[config.mk]
export PLATFORM = sky130hd
export DESIGN_NAME = nibble_serial_add_ctrl
export DESIGN_NICKNAME = d
export VERILOG_FILES = /design/src/rtl/nibble_serial_add_ctrl.sv
export SDC_FILE = /design/constraint.sdc
export NUM_CORES = 1
export LEC_CHECK = 0
export CORE_MARGIN = 2
export CORE_UTILIZATION = 25
export CTS_CLUSTER_SIZE = 30
export DETAILED_ROUTE_END_ITERATION = 10
export PLACE_DENSITY = 0.46
export SETUP_SLACK_MARGIN = 0.15
export SYNTH_ARGS = -nofsm -noshare
export SYNTH_HDL_FRONTEND = slang
export SYNTH_SLANG_ARGS = --single-unit
[constraint.sdc]
create_clock -name clk -period 3.9 [get_ports clk]
set_input_delay 0.78 -clock clk [delete_from_list [all_inputs] [get_ports clk]]
set_output_delay 0.78 -clock clk [all_outputs]
set_load 0.05 [all_outputs]
[src/rtl/nibble_serial_add_ctrl.sv]
// nibble_serial_add_ctrl
// Builds a W = 4*NIBBLES bit add/subtract from an external 4-bit ripple-carry
// adder. The operands are latched on start and fed to the adder one nibble per
// cycle, least significant nibble first. Each sum slice and carry-out is
// captured, and the carry is chained into the next nibble. The full result,
// carry and signed overflow are registered when the last slice completes.
module nibble_serial_add_ctrl #(
  parameter int NIBBLES = 4
) (
  input  logic                   clk,
  input  logic                   rst,
  input  logic                   start,
  input  logic                   sub,
  input  logic [4*NIBBLES-1:0]   op_a,
  input  logic [4*NIBBLES-1:0]   op_b,
  output logic [3:0]             add_a,
  output logic [3:0]             add_b,
  output logic                   add_cin,
  input  logic [3:0]             add_s,
  input  logic                   add_cout,
  output logic                   busy,
  output logic                   done,
  output logic [4*NIBBLES-1:0]   result,
  output logic                   cout,
  output logic                   ovf
);

  localparam int W     = 4 * NIBBLES;
  localparam int IDX_W = (NIBBLES > 1) ? $clog2(NIBBLES) : 1;
  localparam logic [IDX_W-1:0] LAST_IDX = IDX_W'(NIBBLES - 1);
  localparam logic [IDX_W-1:0] IDX_ONE  = IDX_W'(1);
  localparam logic [IDX_W-1:0] IDX_ZERO = IDX_W'(0);

  typedef enum logic [1:0] {
    ST_IDLE = 2'd0,
    ST_RUN  = 2'd1,
    ST_DONE = 2'd2
  } state_t;

  // Extract nibble i of a W-bit vector.
  function automatic logic [3:0] nib(input logic [W-1:0] v, input logic [IDX_W-1:0] i);
    logic [W-1:0] sh;
    sh  = v >> {i, 2'b00};
    nib = sh[3:0];
  endfunction

  state_t           state_r, state_s;

  logic [W-1:0]     a_r, a_s;
  logic [W-1:0]     b_r, b_s;        // already inverted for subtract
  logic             carry_r, carry_s;
  logic [IDX_W-1:0] idx_r, idx_s;
  logic [W-1:0]     sum_r, sum_s;

  logic [W-1:0]     result_r, result_s;
  logic             cout_r, cout_s;
  logic             ovf_r, ovf_s;
  logic             busy_r, busy_s;
  logic             done_r, done_s;
  logic [3:0]       add_a_r, add_a_s;
  logic [3:0]       add_b_r, add_b_s;
  logic             add_cin_r, add_cin_s;

  logic [W-1:0]     b_eff_s;
  logic [IDX_W-1:0] idx_inc_s;

  assign b_eff_s   = sub ? ~op_b : op_b;
  assign idx_inc_s = idx_r + IDX_ONE;

  // State register with synchronous reset that overrides start.
  always_ff @(posedge clk) begin
    if (rst) begin
      state_r <= ST_IDLE;
    end else begin
      state_r <= state_s;
    end
  end

  // Next-state logic: IDLE -> RUN on start, RUN for NIBBLES cycles, one DONE cycle.
  always_comb begin
    state_s = state_r;
    case (state_r)
      ST_IDLE: begin
        if (start) begin
          state_s = ST_RUN;
        end else begin
          state_s = ST_IDLE;
        end
      end
      ST_RUN: begin
        if (idx_r == LAST_IDX) begin
          state_s = ST_DONE;
        end else begin
          state_s = ST_RUN;
        end
      end
      ST_DONE: state_s = ST_IDLE;
      default: state_s = ST_IDLE;
    endcase
  end

  // Output/datapath logic: computes next values of every registered output
  // and of the operand, carry, index and sum registers. The adder-facing
  // outputs are precomputed for the coming cycle, so they stay registered
  // while still presenting nibble idx during each RUN cycle.
  always_comb begin
    a_s       = a_r;
    b_s       = b_r;
    carry_s   = carry_r;
    idx_s     = idx_r;
    sum_s     = sum_r;
    result_s  = result_r;
    cout_s    = cout_r;
    ovf_s     = ovf_r;
    busy_s    = 1'b0;
    done_s    = 1'b0;
    add_a_s   = 4'h0;
    add_b_s   = 4'h0;
    add_cin_s = 1'b0;
    case (state_r)
      ST_IDLE: begin
        if (start) begin
          a_s       = op_a;
          b_s       = b_eff_s;
          carry_s   = sub;
          idx_s     = IDX_ZERO;
          busy_s    = 1'b1;
          add_a_s   = op_a[3:0];
          add_b_s   = b_eff_s[3:0];
          add_cin_s = sub;
        end else begin
          busy_s    = 1'b0;
          add_cin_s = 1'b0;
        end
      end
      ST_RUN: begin
        sum_s[{idx_r, 2'b00} +: 4] = add_s;
        carry_s = add_cout;
        if (idx_r == LAST_IDX) begin
          // Final slice: publish the assembled result and flags.
          idx_s    = IDX_ZERO;
          result_s = sum_s;
          cout_s   = add_cout;
          ovf_s    = (a_r[W-1] == b_r[W-1]) && (add_s[3] != a_r[W-1]);
          busy_s   = 1'b0;
          done_s   = 1'b1;
        end else begin
          idx_s     = idx_inc_s;
          busy_s    = 1'b1;
          add_a_s   = nib(a_r, idx_inc_s);
          add_b_s   = nib(b_r, idx_inc_s);
          add_cin_s = add_cout;
        end
      end
      ST_DONE: begin
        done_s = 1'b0;
        busy_s = 1'b0;
      end
      default: begin
        busy_s = 1'b0;
        done_s = 1'b0;
      end
    endcase
  end

  // Datapath and output registers; reset clears everything, aborting any run.
  always_ff @(posedge clk) begin
    if (rst) begin
      a_r       <= {W{1'b0}};
      b_r       <= {W{1'b0}};
      carry_r   <= 1'b0;
      idx_r     <= IDX_ZERO;
      sum_r     <= {W{1'b0}};
      result_r  <= {W{1'b0}};
      cout_r    <= 1'b0;
      ovf_r     <= 1'b0;
      busy_r    <= 1'b0;
      done_r    <= 1'b0;
      add_a_r   <= 4'h0;
      add_b_r   <= 4'h0;
      add_cin_r <= 1'b0;
    end else begin
      a_r       <= a_s;
      b_r       <= b_s;
      carry_r   <= carry_s;
      idx_r     <= idx_s;
      sum_r     <= sum_s;
      result_r  <= result_s;
      cout_r    <= cout_s;
      ovf_r     <= ovf_s;
      busy_r    <= busy_s;
      done_r    <= done_s;
      add_a_r   <= add_a_s;
      add_b_r   <= add_b_s;
      add_cin_r <= add_cin_s;
    end
  end

  assign add_a   = add_a_r;
  assign add_b   = add_b_r;
  assign add_cin = add_cin_r;
  assign busy    = busy_r;
  assign done    = done_r;
  assign result  = result_r;
  assign cout    = cout_r;
  assign ovf     = ovf_r;

endmodule

* Word level (Yosys, flattened, before mapping) *
Index checks and enable logic that the tools add are counted.

operators by class
  order comparisons = 0
  divide/modulo/power cells = 0
  multiply operators = 0
  eq/ne operators = 5
  shift-type cells = 4
  bitwise gates (word level) = 2
  reduce and logical (&&, ||, !) cells = 7
  add/sub/neg operators = 2
  muxes and demuxes = 21

operators by type and width
  kind                    number
  $shr 16x4->4            2
  $bwmux 16               1
  $mux 16                 1
  $mux 4                  4
  $not 16->16             1
  $pmux 4 s2              2
  $shift 4x6->16 const A  1
  $shiftx 4x6->16         1
  $pmux 2 s2              2
  $mux 1                  6
  $mux 2                  3
  $neg 4->6               1
  $reduce_and 2->1        3
  $pmux 1 s2              2
  $add 2x1->2 const B     1
  $eq 2x1->1 const B      1
  $eq 2x2->1 const B      1
  $logic_not 2->1         1
  $ne 2x2->1 const B      1
  $reduce_bool 2->1       1
  $reduce_or 2->1         1
  $eq 1x1->1              1
  $logic_and 1x1->1       1
  $ne 1x1->1              1
  $not 1->1               1

storage, ports and cells
  bits in writable memories = 0
  input port bits = 41
  ROM bits = 0
  bits in latches = 0
  memories = 0
  flip-flop bits (word level) = 81
  output and inout port bits = 29

* Depth between registers and ports, before layout *
  depth after elaboration = 4
  depth in mapped cells = 7
  gate-level depth less buffers = 5

* Worst setup path before layout *
No wires, ideal clock.

  kind = register -> register
  start point = register idx_r[0]
  end point = register add_b_r[0], in the netlist add_b[0]
  setup time = 123 ps
  stages on the path, launching flop included = 7
  slack = 1913 ps
  arrival time = 1864 ps
  path buffers = 2
  cell sequence = dfxtp_1 > buf_6 > inv_1 > ha_1 > buf_6 > mux4_2 > o2bb2ai_1

between the ends
  longest elaborated chain between the ends = 4
  elaborated cells between the ends (all ways) = 5
  those cells by class = add/sub (1); eq/ne (1); shift (1); mux (2)

RTL lines
  element                   line  RTL
  start: declaration        52    logic [IDX_W-1:0] idx_r, idx_s;
  start signal: assignment  186   idx_r <= idx_s;
  $add 2x1->2               68    assign idx_inc_s = idx_r + IDX_ONE;
  $shr 16x4->4              43    sh = v >> {i, 2'b00};
  $mux 4 (*)                139   if (idx_r == LAST_IDX) begin
  $pmux 4 s2 (*)            120   case (state_r)
  end signal: assignment    194   add_b_r <= add_b_s;
  end: declaration          61    logic [3:0] add_b_r, add_b_s;

Mark *: on every way between the ends. The rest lies on a longest branch, timed or not.
A chain may end at the register's enable or synchronous reset.

==> impl_metrics.toml <==
[cts]
cts_setup_buffers = 0
cts_tree = "built"
root_buffer = "clkbuf_16"
cts.path.max_buffers = 2
clk_pin_slew_ns = 0.06
cts-resized-gates = 0
ctsHtreeMaxLevel = 3
hold_buffers = 0
cts_sinks = 76
numCtsBuffers = 9
clk_latency_ns = 0.33

[timing]
fin_crit_sh_pct = 67.3
slew_headroom_pct = 19.2
tightest_slew_ns = 1.21
setup_viol = 0
fin_tns_setup_ns = 0
finalClockSkew_ns = 0.00681
max_freq_mhz = 381
setup_ws_ns = 1.27
finalCriticalPeriod_ns = 2.63
rsz0062_at_grt = "no"
final_hold_viol_count = 0
drv_slew = 0

[final_layout]
fillers = 1426
num_antenna_cells = 0
final_util_pct = 33.4
syn2layout_area_growth_pct = 31.5
drive_above_1_share_pct = 16.3
fin_nets = 448
seqCellArea_um2 = 1520
multi_input_area_um2 = 1750
instances_no_fill = 586

[floorplanning]
die_area_um2 = 15000
coreArea_um2 = 13800
die_x_um = 122
die_y_um = 122
start_util_pct = 25.4
num_rows = 43
boundaryPins = 70

[route]
via_count = 2688
drt_iter0_drc = 160
drc = 0
wl_per_cell_um = 14.7
wl_um = 8590
drtPass1Iterations = 4
via_per_inst = 4.59
ant_nets = 0

[critical_path]
crit_chain = "clkdlybuf4s50_1"
slowest_stage = "clkdlybuf4s50_1"
cpLargestDelayFamily = "buffers and inverters"
worst_path_largest_cell_delay_ns = 0.90
cp.depth = 1
critPathLaunchType = "flop"
reg2reg_depth = 5
cp_max_fo = 11
crit_buf_inv = 1
path_class = "flop to output port"
cp-end-kind = "output port"
cp.arrival_ns = 1.85
critPathRequiredTime_ns = 3.12

[yosys]
synth_seq_cells = 76
syn_inst = 345
synth_area_um2 = 3500
synth.top_cell.area_share_pct = 43.4
syn_nets = 392
ys.flop_type = "dfxtp_1"
synthArstFlopShare_pct = 0
synth.most_common_cell = "dfxtp_1"
netlist-cell-type-count = 41
yosys-top-cells-area = "dfxtp_1 43%, a211oi_2 11%, nor2_1 4.5%"
yosysSeqAreaShare_pct = 43.4
synth_area_leader_cell = "dfxtp_1"
synth_edf_count = 0
yosys_warnings = 0
synth_top_cells_by_count = "76 x dfxtp_1, 42 x nor2_1, 39 x nand2_1"
syn_area_per_cell_um2 = 10.2

[pwr]
power.density_nw_per_um2 = 457
vdd_drop_max_v = 0.000207
p_leak_nw = 1.52

[global_routing]
grt_usage_pct = 11.7
grt-ovfl-total = 0
antenna_found_initial = 0
grt_pass1_wl_um = 13400
grt_max_degree = 46
grt_pass1_vias = 2531

[flow_run]
drv_cap = 0

[min_path]
hp-class = "flop to flop"
min_path_cells = 2

[place]
placedCellCount = 570
place_ws_ns = 1.21
gp_congestion = 0.715
portBuffers = 69
hpwl_um = 5930

[run_status]
outcome = "finished clean"
[path summary, 6_finish.rpt]
check	end	from	slack (ns)
worst max register to register	result[9]$_SDFFE_PP0P_	idx_r[0]$_SDFFE_PP0P_	1.64
worst min-delay path	a_r[1]$_SDFFE_PP0P_	a_r[1]$_SDFFE_PP0P_	0.45
worst max-delay path	busy	state_r[0]$_SDFF_PP0_	1.27
worst min register to register	a_r[1]$_SDFFE_PP0P_	a_r[1]$_SDFFE_PP0P_	0.45
[tightest hold or removal path: stages (launching register included)]
cell and delay (ns):
dfxtp_1 0.30, nand2_1 0.05, a21oi_1 0.05
[placed cells by master (no fill, tap or decap), types with 5 or more instances in the layout]
cell type,synthesis,routed
dfxtp_1,76,76
clkdlybuf4s50_1,0,68
nor2_1,42,42
nand2_1,39,39
a211oi_2,30,30
a21oi_1,27,27
xnor2_1,16,16
inv_1,9,9
clkbuf_16,0,9
nor2b_1,7,7
mux4_2,6,6
nand3_1,6,6
ha_1,6,6
a32oi_1,5,5
a211oi_1,5,5
nand2b_1,5,5
[layer usage]
layer,vias to the layer above,share of wire (%),GRT usage [%]
met5,-,0,0
met4,0,1.2,3.88
met3,8,5.1,3.16
met2,69,45,18.0
met1,1279,49,16.0
li1,1332,-,-
[layout make-up]
type | count | area share [%]
timing repair buffer | 73 | 15.8
sequential | 76 | 33.0
multi-input combinational | 232 | 37.9
clock inverter | 4 | 2.06
clock buffer | 12 | 5.57
tap | 180 | 4.89
inverter | 9 | 0.733
[logic make-up (layout without fill, tap and decap cells)]
family	after synthesis	count (layout)	share of synthesized area, %
adders and majority gates	6	6	2.14
buffers and inverters	37	98	6.75
muxes	9	9	5.64
xor gates and xnor gates	16	16	4.00
AOI/OAI and AO/OA	86	86	21.8
and+or+nand+nor	115	115	16.3
DFF	76	76	43.4
[stage by stage]
| stage | instance area [um^2] | hold slack [ns] | total power [mW] |
|---|---|---|---|
| 2_1_floorplan | 3500 | 0.432 | 1.06 |
| 3_3_place_gp | 4260 | 0.441 | 1.14 |
| 3_5_place_dp | 4260 | 0.445 | 1.15 |
| 4_1_cts | 4610 | 0.453 | 2.13 |
| 5_1_grt | 4610 | 0.471 | 2.19 |
| 6_report | 4610 | 0.451 | 2.10 |
[state kept, by name (all words and copies together), names as in the netlist]
name and flops:
add_cin 1, add_a 4, a_r 16, ovf 1
b_r 16, sum_r 12, cout 1, done 1
idx_r 2, result 16, state_r 2, add_b 4
[power breakdown]
group	switching, mW	internal, mW	leakage (nW)
Combinational	0.161	0.131	0.727
Sequential	0.0216	0.817	0.622
Clock	0.315	0.659	0.173
(Power assumes the default switching activity.)
